File: config.mk
export PLATFORM = sky130hd
export DESIGN_NAME = count_sched
export DESIGN_NICKNAME = d
export VERILOG_FILES = /design/src/rtl/count_pkg.sv /design/src/rtl/rr_pick.sv /design/src/rtl/count_sched.sv
export SDC_FILE = /design/constraint.sdc
export NUM_CORES = 1
export LEC_CHECK = 0
export BUFFER_PORTS_ARGS = -buffer_cell sky130_fd_sc_hd__buf_2
export CAP_MARGIN = 20
export CORE_ASPECT_RATIO = 0.5
export CORE_UTILIZATION = 58
export CTS_BUF_LIST = sky130_fd_sc_hd__clkbuf_8
export CTS_CLUSTER_DIAMETER = 200
export CTS_CLUSTER_SIZE = 14
export DETAILED_ROUTE_END_ITERATION = 8
export PLACE_DENSITY = 0.9
export SYNTH_ARGS = -nofsm -noshare
export SYNTH_HDL_FRONTEND = slang
export SYNTH_SLANG_ARGS = --single-unit
export TNS_END_PERCENT = 5
File: constraint.sdc
create_clock -name clk -period 3.05 [get_ports clk]
set_input_delay 0.61 -clock clk [delete_from_list [all_inputs] [get_ports clk]]
set_output_delay 0.61 -clock clk [all_outputs]
set_load 0.02 [all_outputs]
File: src/rtl/count_pkg.sv
// Shared types and default parameters for the count_sched block.
package count_pkg;

  localparam int unsigned NReqDefault = 3;
  localparam int unsigned WDefault    = 8;
  localparam int unsigned LwDefault   = 4;

  typedef enum logic [1:0] {
    StIdle,
    StUp,
    StDown,
    StDone
  } state_e;

endpackage

File: src/rtl/rr_pick.sv
// Combinational round-robin picker: first asserted request searching from last+1 modulo NREQ.
module rr_pick
  import count_pkg::*;
#(
  parameter int unsigned NREQ = NReqDefault,
  parameter int unsigned IW   = $clog2(NREQ)
) (
  input  logic [NREQ-1:0] req_i,
  input  logic [IW-1:0]   last_i,
  output logic            valid_o,
  output logic [IW-1:0]   winner_o
);

  int unsigned cand;

  // Walk the ring once starting after the previous winner; first hit wins.
  always_comb begin
    valid_o  = 1'b0;
    winner_o = '0;
    cand     = 0;
    for (int unsigned k = 1; k <= NREQ; k++) begin
      cand = (32'(last_i) + k) % NREQ;
      if (!valid_o && req_i[IW'(cand)]) begin
        valid_o  = 1'b1;
        winner_o = IW'(cand);
      end
    end
  end

endmodule

File: src/rtl/count_sched.sv
// Round-robin scheduler driving a shared saturating up/down counter in bursts.
module count_sched
  import count_pkg::*;
#(
  parameter int unsigned NREQ = NReqDefault,
  parameter int unsigned W    = WDefault,
  parameter int unsigned LW   = LwDefault
) (
  input  logic              clk,
  input  logic              rst_n,
  input  logic [NREQ-1:0]   req,
  input  logic [NREQ-1:0]   dir,
  input  logic [NREQ*LW-1:0] len,
  output logic [NREQ-1:0]   gnt,
  output logic              busy,
  output logic              done,
  output logic              sat,
  output logic [W-1:0]      q
);

  localparam int unsigned IW = $clog2(NREQ);

  state_e          state_q, state_d;
  logic [W-1:0]    q_q, q_d;
  logic [LW-1:0]   rem_q, rem_d;
  logic [IW-1:0]   win_q, win_d;
  logic [IW-1:0]   last_q, last_d;
  logic [NREQ-1:0] gnt_q, gnt_d;
  logic            sat_q, sat_d;

  logic            pick_valid;
  logic [IW-1:0]   pick_idx;
  logic [LW-1:0]   len_arr [NREQ];
  logic            at_bound;

  rr_pick #(
    .NREQ(NREQ),
    .IW  (IW)
  ) u_rr_pick (
    .req_i   (req),
    .last_i  (last_q),
    .valid_o (pick_valid),
    .winner_o(pick_idx)
  );

  // Split the packed length bus into per-requester fields.
  always_comb begin
    for (int i = 0; i < NREQ; i++) begin
      len_arr[i] = len[i*LW +: LW];
    end
  end

  // Direction is carried by the state itself, so the bound depends on UP vs DOWN.
  always_comb begin
    at_bound = (state_q == StUp) ? (q_q == '1) : (q_q == '0);
  end

  // Next-state: arbitration in IDLE, one step per UP/DOWN cycle, single-cycle DONE.
  always_comb begin
    state_d = state_q;
    q_d     = q_q;
    rem_d   = rem_q;
    win_d   = win_q;
    last_d  = last_q;
    gnt_d   = gnt_q;
    sat_d   = sat_q;
    unique case (state_q)
      StIdle: begin
        gnt_d = '0;
        sat_d = 1'b0;
        if (pick_valid) begin
          win_d  = pick_idx;
          last_d = pick_idx;
          rem_d  = len_arr[pick_idx];
          if (len_arr[pick_idx] == '0) begin
            state_d = StDone;
          end else begin
            state_d = dir[pick_idx] ? StUp : StDown;
            gnt_d   = NREQ'(1) << pick_idx;
          end
        end
      end
      StUp, StDown: begin
        if (!req[win_q]) begin
          // Abandon: no step, no done.
          state_d = StIdle;
          gnt_d   = '0;
          rem_d   = '0;
        end else if (rem_q == '0 || at_bound) begin
          state_d = StDone;
          gnt_d   = '0;
          sat_d   = at_bound;
        end else begin
          q_d   = (state_q == StUp) ? q_q + W'(1) : q_q - W'(1);
          rem_d = rem_q - LW'(1);
          if (rem_q == LW'(1)) begin
            state_d = StDone;
            gnt_d   = '0;
          end
        end
      end
      StDone: begin
        state_d = StIdle;
        sat_d   = 1'b0;
      end
      default: state_d = StIdle;
    endcase
  end

  // State and datapath registers.
  always_ff @(posedge clk or negedge rst_n) begin
    if (!rst_n) begin
      state_q <= StIdle;
      q_q     <= '0;
      rem_q   <= '0;
      win_q   <= '0;
      last_q  <= IW'(NREQ - 1);
      gnt_q   <= '0;
      sat_q   <= 1'b0;
    end else begin
      state_q <= state_d;
      q_q     <= q_d;
      rem_q   <= rem_d;
      win_q   <= win_d;
      last_q  <= last_d;
      gnt_q   <= gnt_d;
      sat_q   <= sat_d;
    end
  end

  assign gnt  = gnt_q;
  assign q    = q_q;
  assign busy = (state_q != StIdle);
  assign done = (state_q == StDone);
  assign sat  = sat_q;

endmodule

==> run metrics <==
dpl cells 281; GRT overflow 0; CTS tree built; number of synthesized flops with an enable pin 0; count of final setup violators 0; boundary pin count 34; Pins Over Slew Limit 0; run status complete, no violations; CP Cell Sequence inv_1, ha_1, mux2i_1, o211ai_1, a21oi_1, o211ai_1, nand3_1, or4_4, a32o_1; DR iter-0 viols 150; # rows 13; largest net degree at the start of global routing 22; FMAX roughly 0.34 GHz; Vias/cell between 6 and 7; CTS root buf clkbuf_8; met2 Use GR 48.1%; DRT Pass-1 Iters 8; critical path peak fanout 8; CTS Sinks 21; GP Congestion 0.888; startpoint types register; Rel. slew slack 54.8%; CP peak stage delay 0.58 ns; WL per Instance 15.4 µm; ys async rst share 100%; first-pass GRT wire length 7.22 mm; #FFs+latches synth 21; later-pin clock latency in the skew report 0.26 ns; area of the multi-input gates 1230 µm²; Starting Density 65.3%; Die W 80.9 µm; input/output buffers 33; CP Buf/Inv Count 1; Setup crit end kind register; gr usage total 27.9%; Detailed Place HPWL 3.31 mm; CP delay by family, top compound AO/OA/AOI/OAI gates; fillers 204; # DRC 0; met1 Use GR 36.4%; htree depth 1; layout cells sized above 1 23.0%; top-area cell type share of the netlist area 27.7%; CP max-delay cell dfstp_2; nets@finish 286; worst reg2reg startpoint last_q[1]; r2r endpoint gnt[2]; vias in the first global route 1610; TritonCTS Buffers 3; r2r setup slk 0.11 ns; Final min period 2.94 ns; CTS Buffer Depth 2; largest area contributor in the netlist dfrtp_1; Worst-Margin Slew 0.670 ns; antenna viol nets, final 0; Chip Height just over 40 µm; Die ar. between 3000 and 4000 µm²; area grow syn2layout 16.0%; Critical Path RT about 3.2 ns; Worst EP arrival 3.10 ns; sequential-to-total area share from yosys stat 29.2%; number of max-cap violations 0; FF+latch area roughly 530 µm²; final hold viol count 0; Clock Skew 0.00186 ns; number of diodes 0; Cell Area, Synth 1810 µm²; DRT Wirelength 4.39 mm; Synth Instances 211; Period Utilization, post-route 96.5%; Synth Area per Inst 8.56 µm²; Core ar. 2770 µm²; Crit path top cell by count o211ai_1; Synth Net Count around 250; synth unique cells 55; DR vias between 1500 and 2000; Worst-path clk slew 0.08 ns; antenna violations before repair 0; ys flop type dfrtp_1; Worst R2R Path Depth 9; worst hold path class in2async; Crit Path Class reg2reg; warnings from Yosys 0; met3 Use GR between 4 and 5%; Final Instance Count excl. Fillers 285; Synth area leaders dfrtp_1 28%, ha_1 11%, o21ai_0 5.5%; GR peak layer met2; end-of-flow core utilization 75.8%
[sequential cells by signal, summed over array words and instances (netlist names)]
| signal | count |
|---|---|
| gnt | 3 |
| state_q | 2 |
| sat | 1 |
| win_q | 2 |
| last_q | 1 |
| rem_q | 4 |
| q | 8 |
[per-stage QoR]
step | setup TNS [ns] | area, µm² | setup slack (ns) | hold slack, ns
after global routing | -0.0147 | 2100 | -0.00994 | 0.325
after floorplan | 0 | 1810 | 0.279 | 0.314
after detailed placement | -0.0367 | 2030 | -0.0234 | 0.487
after CTS | 0 | 2080 | 0.0931 | 0.308
after global placement | 0 | 2030 | 0.172 | 0.474
final | 0 | 2100 | 0.108 | 0.290
[layout make-up]
class | instances | area share, %
Multi-Input combinational cell | 173 | 58.5
Sequential cell | 21 | 25.1
Timing Repair Buffer | 38 | 9.67
Tap cell | 37 | 2.21
Inverter | 12 | 2.15
Clock buffer | 3 | 1.97
Clock inverter | 1 | 0.358
[placed cells by master (no fill, tap or decap), types with 2 or more instances in the layout]
cell / Yosys / final
nand3b_1: 2 / 2
clkbuf_8: 0 / 3
nor3b_1: 2 / 2
xnor2_1: 4 / 4
a31oi_1: 3 / 3
o211ai_1: 5 / 5
o21bai_1: 3 / 3
nand4_1: 5 / 5
mux2i_1: 6 / 6
o31ai_1: 2 / 2
a21o_1: 3 / 3
ha_1: 16 / 15
nand2b_1: 5 / 5
or2_2: 2 / 2
nand3_1: 6 / 6
buf_2: 2 / 33
nor2_1: 11 / 11
o21a_1: 2 / 2
a32o_1: 2 / 2
o21ai_2: 1 / 2
dfrtp_1: 20 / 20
a21oi_1: 12 / 12
nand2_1: 24 / 24
buf_4: 0 / 5
inv_1: 12 / 12
nor3_1: 6 / 6
o22ai_1: 2 / 2
o21ai_0: 20 / 20
nor2b_1: 3 / 3
xor2_1: 3 / 3
[synth_stat cells (3+ instances only)]
cell,instances
inv_1,12
nand3_1,6
dfrtp_1,20
mux2i_1,6
a31oi_1,3
nor3_1,6
xnor2_1,4
o211ai_1,5
nand2_1,24
a21oi_1,12
nor2b_1,3
xor2_1,3
nand2b_1,5
nand4_1,5
o21ai_0,20
nor2_1,11
a21o_1,3
ha_1,16
o21bai_1,3
[per-layer routing]
| layer | wire length (µm) | vias up | share of wire, % |
|---|---|---|---|
| met5 | 0 | - | 0 |
| met4 | 46 | 0 | 1.0 |
| met3 | 210 | 4 | 4.8 |
| met2 | 2180 | 59 | 50 |
| met1 | 1950 | 830 | 44 |
| li1 | - | 851 | - |
[repair_timing]
| item | in CTS | in global routing |
|---|---|---|
| hold buffers | 0 | 0 |
| buffers inserted | 0 | 0 |
| setup endpoints to repair | 4 | 4 |
| pin swaps | 0 | 0 |
| resized for setup | 1 | 3 |
[worst max-delay path by stage]
stage | from | slack (ns) | endpoint | cells past startpoint
4_1_cts | last_q[1] | 0.09 | state_q[0] | 9
5_1_grt | win_q[0] | -0.01 | state_q[0] | 9
2_1_floorplan | win_q[0] | 0.28 | gnt[2] | 10
3_5_place_dp | last_q[1] | -0.02 | gnt[2] | 9
3_3_place_gp | last_q[1] | 0.17 | gnt[2] | 9
6_report | last_q[1] | 0.11 | gnt[2] | 9
[worst register-to-register path: stages (launching register included)]
cell and delay (ns):
dfstp_2 0.58, inv_1 0.07, ha_1 0.28, mux2i_1 0.20, o211ai_1 0.27, a21oi_1 0.18, o211ai_1 0.28, nand3_1 0.14
or4_4 0.57, a32o_1 0.27
[cells by family (layout without fill, tap and decap cells)]
family,Yosys count,count (layout),synth area share [%]
XOR/XNOR,7,7,3.39
AO/OA/AOI/OAI,69,69,25.9
flip-flops,21,21,29.2
multiplexers,7,7,3.95
AND/OR/NAND/NOR,73,73,21.3
buffers and inverters,17,54,4.15
adder cells (fa/ha/maj),17,17,12.2
Power is left out: the tool's default activity adds up to more than one toggle a clock period on the data nets, which glitch-free logic cannot reach.
